### src/rtl/mem_pkg.sv
// Shared types for the LC-3b memory arbiter: port-2 FSM states, requester ownership, bus widths.
// No logic here; no latency or backpressure of its own.
package mem_pkg;

    localparam int ADDR_W = 16;
    localparam int DATA_W = 16;

    typedef enum logic [1:0] {
        IDLE   = 2'd0,
        ACCESS = 2'd1,
        RESP   = 2'd2
    } state_t;

    typedef enum logic {
        OWN_MEM = 1'b0,
        OWN_LD  = 1'b1
    } owner_t;

    typedef struct packed {
        logic              we;
        logic              byte_acc;
        logic [ADDR_W-1:0] addr;
        logic [DATA_W-1:0] wdata;
        owner_t            owner;
    } req_t;

endpackage

### src/rtl/byte_steer.sv
// LC-3b byte-lane steering: store lane replication, write-enable selection, load extract, misalign flag.
// Purely combinational, zero latency; no backpressure.
module byte_steer
    import mem_pkg::*;
(
    input  logic              we,
    input  logic              byte_acc,
    input  logic              addr0,
    input  logic [DATA_W-1:0] wdata,
    input  logic [DATA_W-1:0] mem_rdata,
    output logic [DATA_W-1:0] lane_wdata,
    output logic [DATA_W-1:0] load_data,
    output logic              we_low,
    output logic              we_hi,
    output logic              misalign
);

    always_comb begin
        misalign   = ~byte_acc & addr0;
        lane_wdata = byte_acc ? {wdata[7:0], wdata[7:0]} : wdata;
        we_low     = we & ~misalign & (~byte_acc | ~addr0);
        we_hi      = we & ~misalign & (~byte_acc | addr0);

        // Byte loads are zero-extended; sign extension belongs to the datapath.
        load_data = '0;
        if (!we && !misalign) begin
            if (byte_acc) begin
                load_data = {8'h00, (addr0 ? mem_rdata[15:8] : mem_rdata[7:0])};
            end else begin
                load_data = mem_rdata;
            end
        end
    end

endmodule

### src/rtl/mem_arbiter.sv
// Dual-port BRAM sequencer: port 1 fetch (valid 2 cycles after request), port 2 shared MEM/loader.
// Port-2 Gnt->Done is 2 cycles; requesters hold Req until Gnt; MEM has priority with loader anti-starvation.
module mem_arbiter
    import mem_pkg::*;
#(
    parameter int STARVE_LIMIT = 4
) (
    input  logic              clk,
    input  logic              rstN,
    input  logic              fetchReq,
    input  logic [ADDR_W-1:0] fetchAddr,
    output logic              fetchValid,
    output logic [DATA_W-1:0] fetchData,
    input  logic              memReq,
    input  logic              ldReq,
    input  logic              memWe,
    input  logic              ldWe,
    input  logic              memByte,
    input  logic              ldByte,
    input  logic [ADDR_W-1:0] memAddr,
    input  logic [ADDR_W-1:0] ldAddr,
    input  logic [DATA_W-1:0] memWdata,
    input  logic [DATA_W-1:0] ldWdata,
    output logic              memGnt,
    output logic              ldGnt,
    output logic              memDone,
    output logic              ldDone,
    output logic [DATA_W-1:0] rdata,
    output logic              err,
    output logic [ADDR_W-1:0] mAddr1,
    output logic [ADDR_W-1:0] mAddr2,
    output logic              mEn,
    output logic              mWeLow,
    output logic              mWeHi,
    output logic [DATA_W-1:0] mDataIn,
    input  logic [DATA_W-1:0] mDataOut1,
    input  logic [DATA_W-1:0] mDataOut2
);

    localparam int CNT_W = $clog2(STARVE_LIMIT + 1);
    localparam logic [CNT_W-1:0] STARVE_MAX = CNT_W'(STARVE_LIMIT);

    state_t            state;
    state_t            state_nxt;
    req_t              cur;
    req_t              req_sel;
    logic              run;
    logic [CNT_W-1:0]  starve;
    logic              fv1;
    logic              fv2;
    logic              can_accept;
    logic              ld_win;
    logic              mem_gnt;
    logic              ld_gnt;
    logic              in_access;
    logic              in_resp;
    logic [DATA_W-1:0] lane_wdata;
    logic [DATA_W-1:0] load_data;
    logic              we_low;
    logic              we_hi;
    logic              misalign;

    always_comb begin
        state_nxt  = state;
        mem_gnt    = 1'b0;
        ld_gnt     = 1'b0;
        ld_win     = ldReq && (!memReq || (starve == STARVE_MAX));
        can_accept = run && ((state == IDLE) || (state == RESP));

        if (can_accept && (memReq || ldReq)) begin
            ld_gnt  = ld_win;
            mem_gnt = !ld_win;
        end

        case (state)
            IDLE:    if (mem_gnt || ld_gnt) state_nxt = ACCESS;
            ACCESS:  state_nxt = RESP;
            RESP:    state_nxt = (mem_gnt || ld_gnt) ? ACCESS : IDLE;
            default: state_nxt = IDLE;
        endcase

        req_sel.we       = ld_gnt ? ldWe    : memWe;
        req_sel.byte_acc = ld_gnt ? ldByte  : memByte;
        req_sel.addr     = ld_gnt ? ldAddr  : memAddr;
        req_sel.wdata    = ld_gnt ? ldWdata : memWdata;
        req_sel.owner    = ld_gnt ? OWN_LD  : OWN_MEM;
    end

    always_ff @(posedge clk or negedge rstN) begin
        if (!rstN) begin
            state  <= IDLE;
            cur    <= '0;
            run    <= 1'b0;
            starve <= '0;
            mAddr1 <= '0;
            fv1    <= 1'b0;
            fv2    <= 1'b0;
        end else begin
            run   <= 1'b1;
            state <= state_nxt;
            if (mem_gnt || ld_gnt) cur <= req_sel;

            // Counts MEM wins only while the loader is actually waiting.
            if (!ldReq || ld_gnt) begin
                starve <= '0;
            end else if (mem_gnt && (starve != STARVE_MAX)) begin
                starve <= starve + CNT_W'(1);
            end

            if (fetchReq) mAddr1 <= fetchAddr;
            fv1 <= fetchReq;
            fv2 <= fv1;
        end
    end

    byte_steer u_steer (
        .we        (cur.we),
        .byte_acc  (cur.byte_acc),
        .addr0     (cur.addr[0]),
        .wdata     (cur.wdata),
        .mem_rdata (mDataOut2),
        .lane_wdata(lane_wdata),
        .load_data (load_data),
        .we_low    (we_low),
        .we_hi     (we_hi),
        .misalign  (misalign)
    );

    always_comb begin
        in_access  = (state == ACCESS);
        in_resp    = (state == RESP);
        mEn        = run;
        fetchValid = fv2;
        fetchData  = fv2 ? mDataOut1 : '0;
        memGnt     = mem_gnt;
        ldGnt      = ld_gnt;
        mAddr2     = in_access ? cur.addr : '0;
        mDataIn    = in_access ? lane_wdata : '0;
        mWeLow     = in_access & we_low;
        mWeHi      = in_access & we_hi;
        memDone    = in_resp & (cur.owner == OWN_MEM);
        ldDone     = in_resp & (cur.owner == OWN_LD);
        rdata      = in_resp ? load_data : '0;
        err        = in_resp & misalign;
    end

endmodule
### config.mk
export PLATFORM = sky130hd
export DESIGN_NAME = mem_arbiter
export DESIGN_NICKNAME = d
export VERILOG_FILES = /design/src/rtl/mem_pkg.sv /design/src/rtl/byte_steer.sv /design/src/rtl/mem_arbiter.sv
export SDC_FILE = /design/constraint.sdc
export NUM_CORES = 1
export LEC_CHECK = 0
export ABC_CLOCK_PERIOD_IN_PS = 3700
export CAP_MARGIN = 25
export CORE_MARGIN = 8
export CORE_UTILIZATION = 30
export CTS_BUF_LIST = sky130_fd_sc_hd__clkbuf_8
export DETAILED_ROUTE_END_ITERATION = 16
export HOLD_SLACK_MARGIN = 0.08
export PLACE_DENSITY = 0.77
export SLEW_MARGIN = 20
export SYNTH_ARGS = -nofsm -noshare
export SYNTH_HDL_FRONTEND = slang
export SYNTH_HIERARCHICAL = 1
export SYNTH_SLANG_ARGS = --single-unit
export TNS_END_PERCENT = 1
### constraint.sdc
create_clock -name clk -period 3.7 [get_ports clk]
set_input_delay 0.74 -clock clk [delete_from_list [all_inputs] [get_ports clk]]
set_output_delay 0.74 -clock clk [all_outputs]
set_load 0.02 [all_outputs]
==> flow_summary_export.csv <==
group,metric,value,unit
status,status,"finished clean",
logic_synthesis,yosysSeqAreaShare,0.432,
drt,vias,3200,
logic_synthesis,synth_edf_count,0,
job,cap_violations,0,
global_routing,grt_util_met2,0.292,
sta,slew_headroom,0.423,
logic_synthesis,synth_common_cells,"and2_1 (78), dfrtp_1 (59), nor3b_1 (34)",
drt,drtIter0Drc,135,
logic_synthesis,avgSynthCellArea,11.2,um^2
placement,portBuffers,209,
sta,slew_violations,0,
floorplan,io_pins,210,
final_layout,drive_gt1_frac,0.178,
setup_path,endpoint,"rdata[2]",
clocking,cts.reportedPaths.clkPinSlew,0.08,ns
final_layout,nets,625,
sta,finClkSkew,0.0105,ns
drt,ant_nets,0,
sta,setup_violations,0,
setup_path,crit_chain,"and2_1 > a32o_1 > and2_1 > clkdlybuf4s50_1",
clocking,clk_latency,0.33,ns
global_routing,overflow,0,
final_layout,synthToLayoutAreaGrowth,68.6,%
sta,max_freq,317,MHz
logic_synthesis,synth-seq-cells,59,
floorplan,core,11300,um^2
setup_path,required,2.96,ns
power,p_leak,2.27,nW
global_routing,grt_pass1_wl,19000,um
logic_synthesis,synth_cell_types,36,
setup_path,crit_path_start,"cur[33]$_DFFE_PN0P_",
power,powerDensity,363,nW/um^2
setup_path,crit_type,"flop to output port",
floorplan,die_w,123,um
sta,tightest_slew,0.863,ns
logic_synthesis,async_flop_share,1.00,
global_routing,grt_max_degree,46,
power,vdd_drop_max,0.202,mV
logic_synthesis,synth_nets,428,
drt,wirelength,12600,um
sta,grt_setup_unrepaired,"no",
floorplan,dieArea,15100,um^2
sta,hold_viol,0,
logic_synthesis,ys_warn_count,6,
sta,layout_min_cycle_time,3.16,ns
placement,dpl-instance-area,5540,um^2
global_routing,grt_most_used_layer,"met2",
floorplan,die_h,123,um
drt,drc_errors,0,
global_routing,met1_usage,0.172,
global_routing,grt_pass1_vias,3591,
setup_path,rr_worst_depth,6,
drt,wl_per_cell,19.3,um
clocking,cts.hold.buffers_added,0,
placement,gp_congestion,0.867,
setup_path,rr_startpoint,"starve[0]$_DFFE_PN0P_",
setup_path,end_kind,"output port",
logic_synthesis,syn_inst,305,
drt,first_pass_iters,4,
placement,dp_hpwl,9620,um
logic_synthesis,synth.area.top_cells,"dfrtp_1 (43%), and2_1 (14%), a221o_2 (11%)",
setup_path,slowest_stage,"dfrtp_1",
logic_synthesis,yosysMostFrequentCell,"and2_1",
setup_path,startpoint_type,"flop",
global_routing,grt_use_met3,0.0607,
clocking,cts_tree,"done",
logic_synthesis,synthFlopType,"dfrtp_1",
clocking,postCtsSetupRepairBufs,0,
clocking,cts_sinks,59,
setup_path,worst_path_most_repeated_cell,"and2_1",
sta,fin_crit_sh,0.854,
clocking,clockRootBuffer,"clkbuf_8",
drt,vias_per_cell,4.92,
clocking,clock_path_buffers,2,
clocking,cts_made_buffers,9,
worst_hold_path,whs_path_depth,0,
global_routing,antenna_found_initial,0,
clocking,cts-htree-levels,3,
worst_hold_path,min_path_type,"flop to flop",
final_layout,stdcell_area,5760,um^2
global_routing,gr-usage-all-layers,0.162,
floorplan,rows,39,
sta,tns,0,ns
logic_synthesis,synth_top_cell_by_area,"dfrtp_1",
setup_path,r2r_setup_slack,1.88,ns
logic_synthesis,synth_area,3420,um^2
clocking,ctsResizeCount,0,
setup_path,critPathMaxStageDelay,0.70,ns
floorplan,start_util,0.303,
setup_path,cp_max_fo,13,
setup_path,arrival,2.42,ns
final_layout,antenna_cells,0,
logic_synthesis,synth_top_area_share,0.432,
setup_path,worstReg2RegEnd,"cur[23]$_DFFE_PN0P_",
## cells in the final DEF (no fill, tap or decap), types with 2 or more instances in the layout
cell	Yosys	final
nor3b_1	34	34
clkinv_4	0	2
inv_1	5	5
and2_1	78	78
dfrtp_1	59	59
a221o_1	2	2
nor2b_1	3	2
bufinv_16	0	2
clkinvlp_4	0	2
a221o_2	32	32
buf_4	10	9
nor2_1	5	5
clkbuf_8	1	9
ha_1	2	2
a21oi_1	4	4
clkdlybuf4s50_1	0	208
mux2_2	23	23
a32o_1	8	8
## area by class of cell
type	count	area [um^2]
Sequential cell	59	1480
Clock inverter	7	101
Tap cell	143	179
Multi-Input combinational cell	209	1710
Fill cell	1012	5510
Clock buffer	9	124
Inverter	6	22.5
Timing Repair Buffer	217	2150
## routing by layer
| metal | up-vias | share of wire |
|---|---|---|
| li1 | 1488 | - |
| met2 | 137 | 0.51 |
| met4 | 0 | 0.012 |
| met1 | 1559 | 0.39 |
| met3 | 16 | 0.093 |
| met5 | - | 0 |
## sequential cells by signal (all words and copies together), names as in the netlist
name / flops
fetchValid: 1
mEn: 1
starve: 3
state: 2
cur: 35
mAddr1: 16
fv1: 1
## worst min-delay path by stage
stage | slack (ns) | end | from
after global placement | 0.34 | fetchValid$_DFF_PN0_ | fv1$_DFF_PN0_
after detailed placement | 0.35 | fetchValid$_DFF_PN0_ | fv1$_DFF_PN0_
final | 0.36 | fetchValid$_DFF_PN0_ | fv1$_DFF_PN0_
after global routing | 0.37 | fetchValid$_DFF_PN0_ | fv1$_DFF_PN0_
after floorplan | 0.33 | fetchValid$_DFF_PN0_ | fv1$_DFF_PN0_
after CTS | 0.36 | fetchValid$_DFF_PN0_ | fv1$_DFF_PN0_
## stage by stage
step | cells | power [mW] | hold slack [ns] | util | setup WS, ns
floorplan | 305 | 1.13 | 0.331 | - | 1.39
global placement | 634 | 1.43 | 0.335 | 0.491 | 0.626
detailed placement | 634 | 1.45 | 0.346 | 0.491 | 0.606
CTS | 650 | 2.13 | 0.362 | 0.511 | 0.545
global route | 650 | 2.21 | 0.373 | 0.511 | 0.419
finish | 650 | 2.09 | 0.362 | 0.511 | 0.541
## kinds of logic (layout without fill, tap and decap cells)
| group | count (synthesis) | after routing | synth area share |
|---|---|---|---|
| buffers and inverters | 37 | 239 | 0.0706 |
| multiplexers | 24 | 24 | 0.0790 |
| adder cells (fa/ha/maj) | 2 | 2 | 0.00732 |
| AO/OA/AOI/OAI | 51 | 51 | 0.155 |
| AND/OR/NAND/NOR | 131 | 131 | 0.255 |
| other | 1 | 1 | 0.00110 |
| flip-flops | 59 | 59 | 0.432 |
## worst max-delay path: cells and delay by family (launching register included)
kind	cells	cell delay, ns
simple gates	2	0.56
flops	1	0.70
buf+inv	1	0.60
compound gates	1	0.23
## power breakdown
part,switching [mW],internal [mW]
Sequential,0.0706,0.732
Clock,0.279,0.383
Combinational,0.257,0.373
Total,0.607,1.49
(Power assumes the default switching activity.)
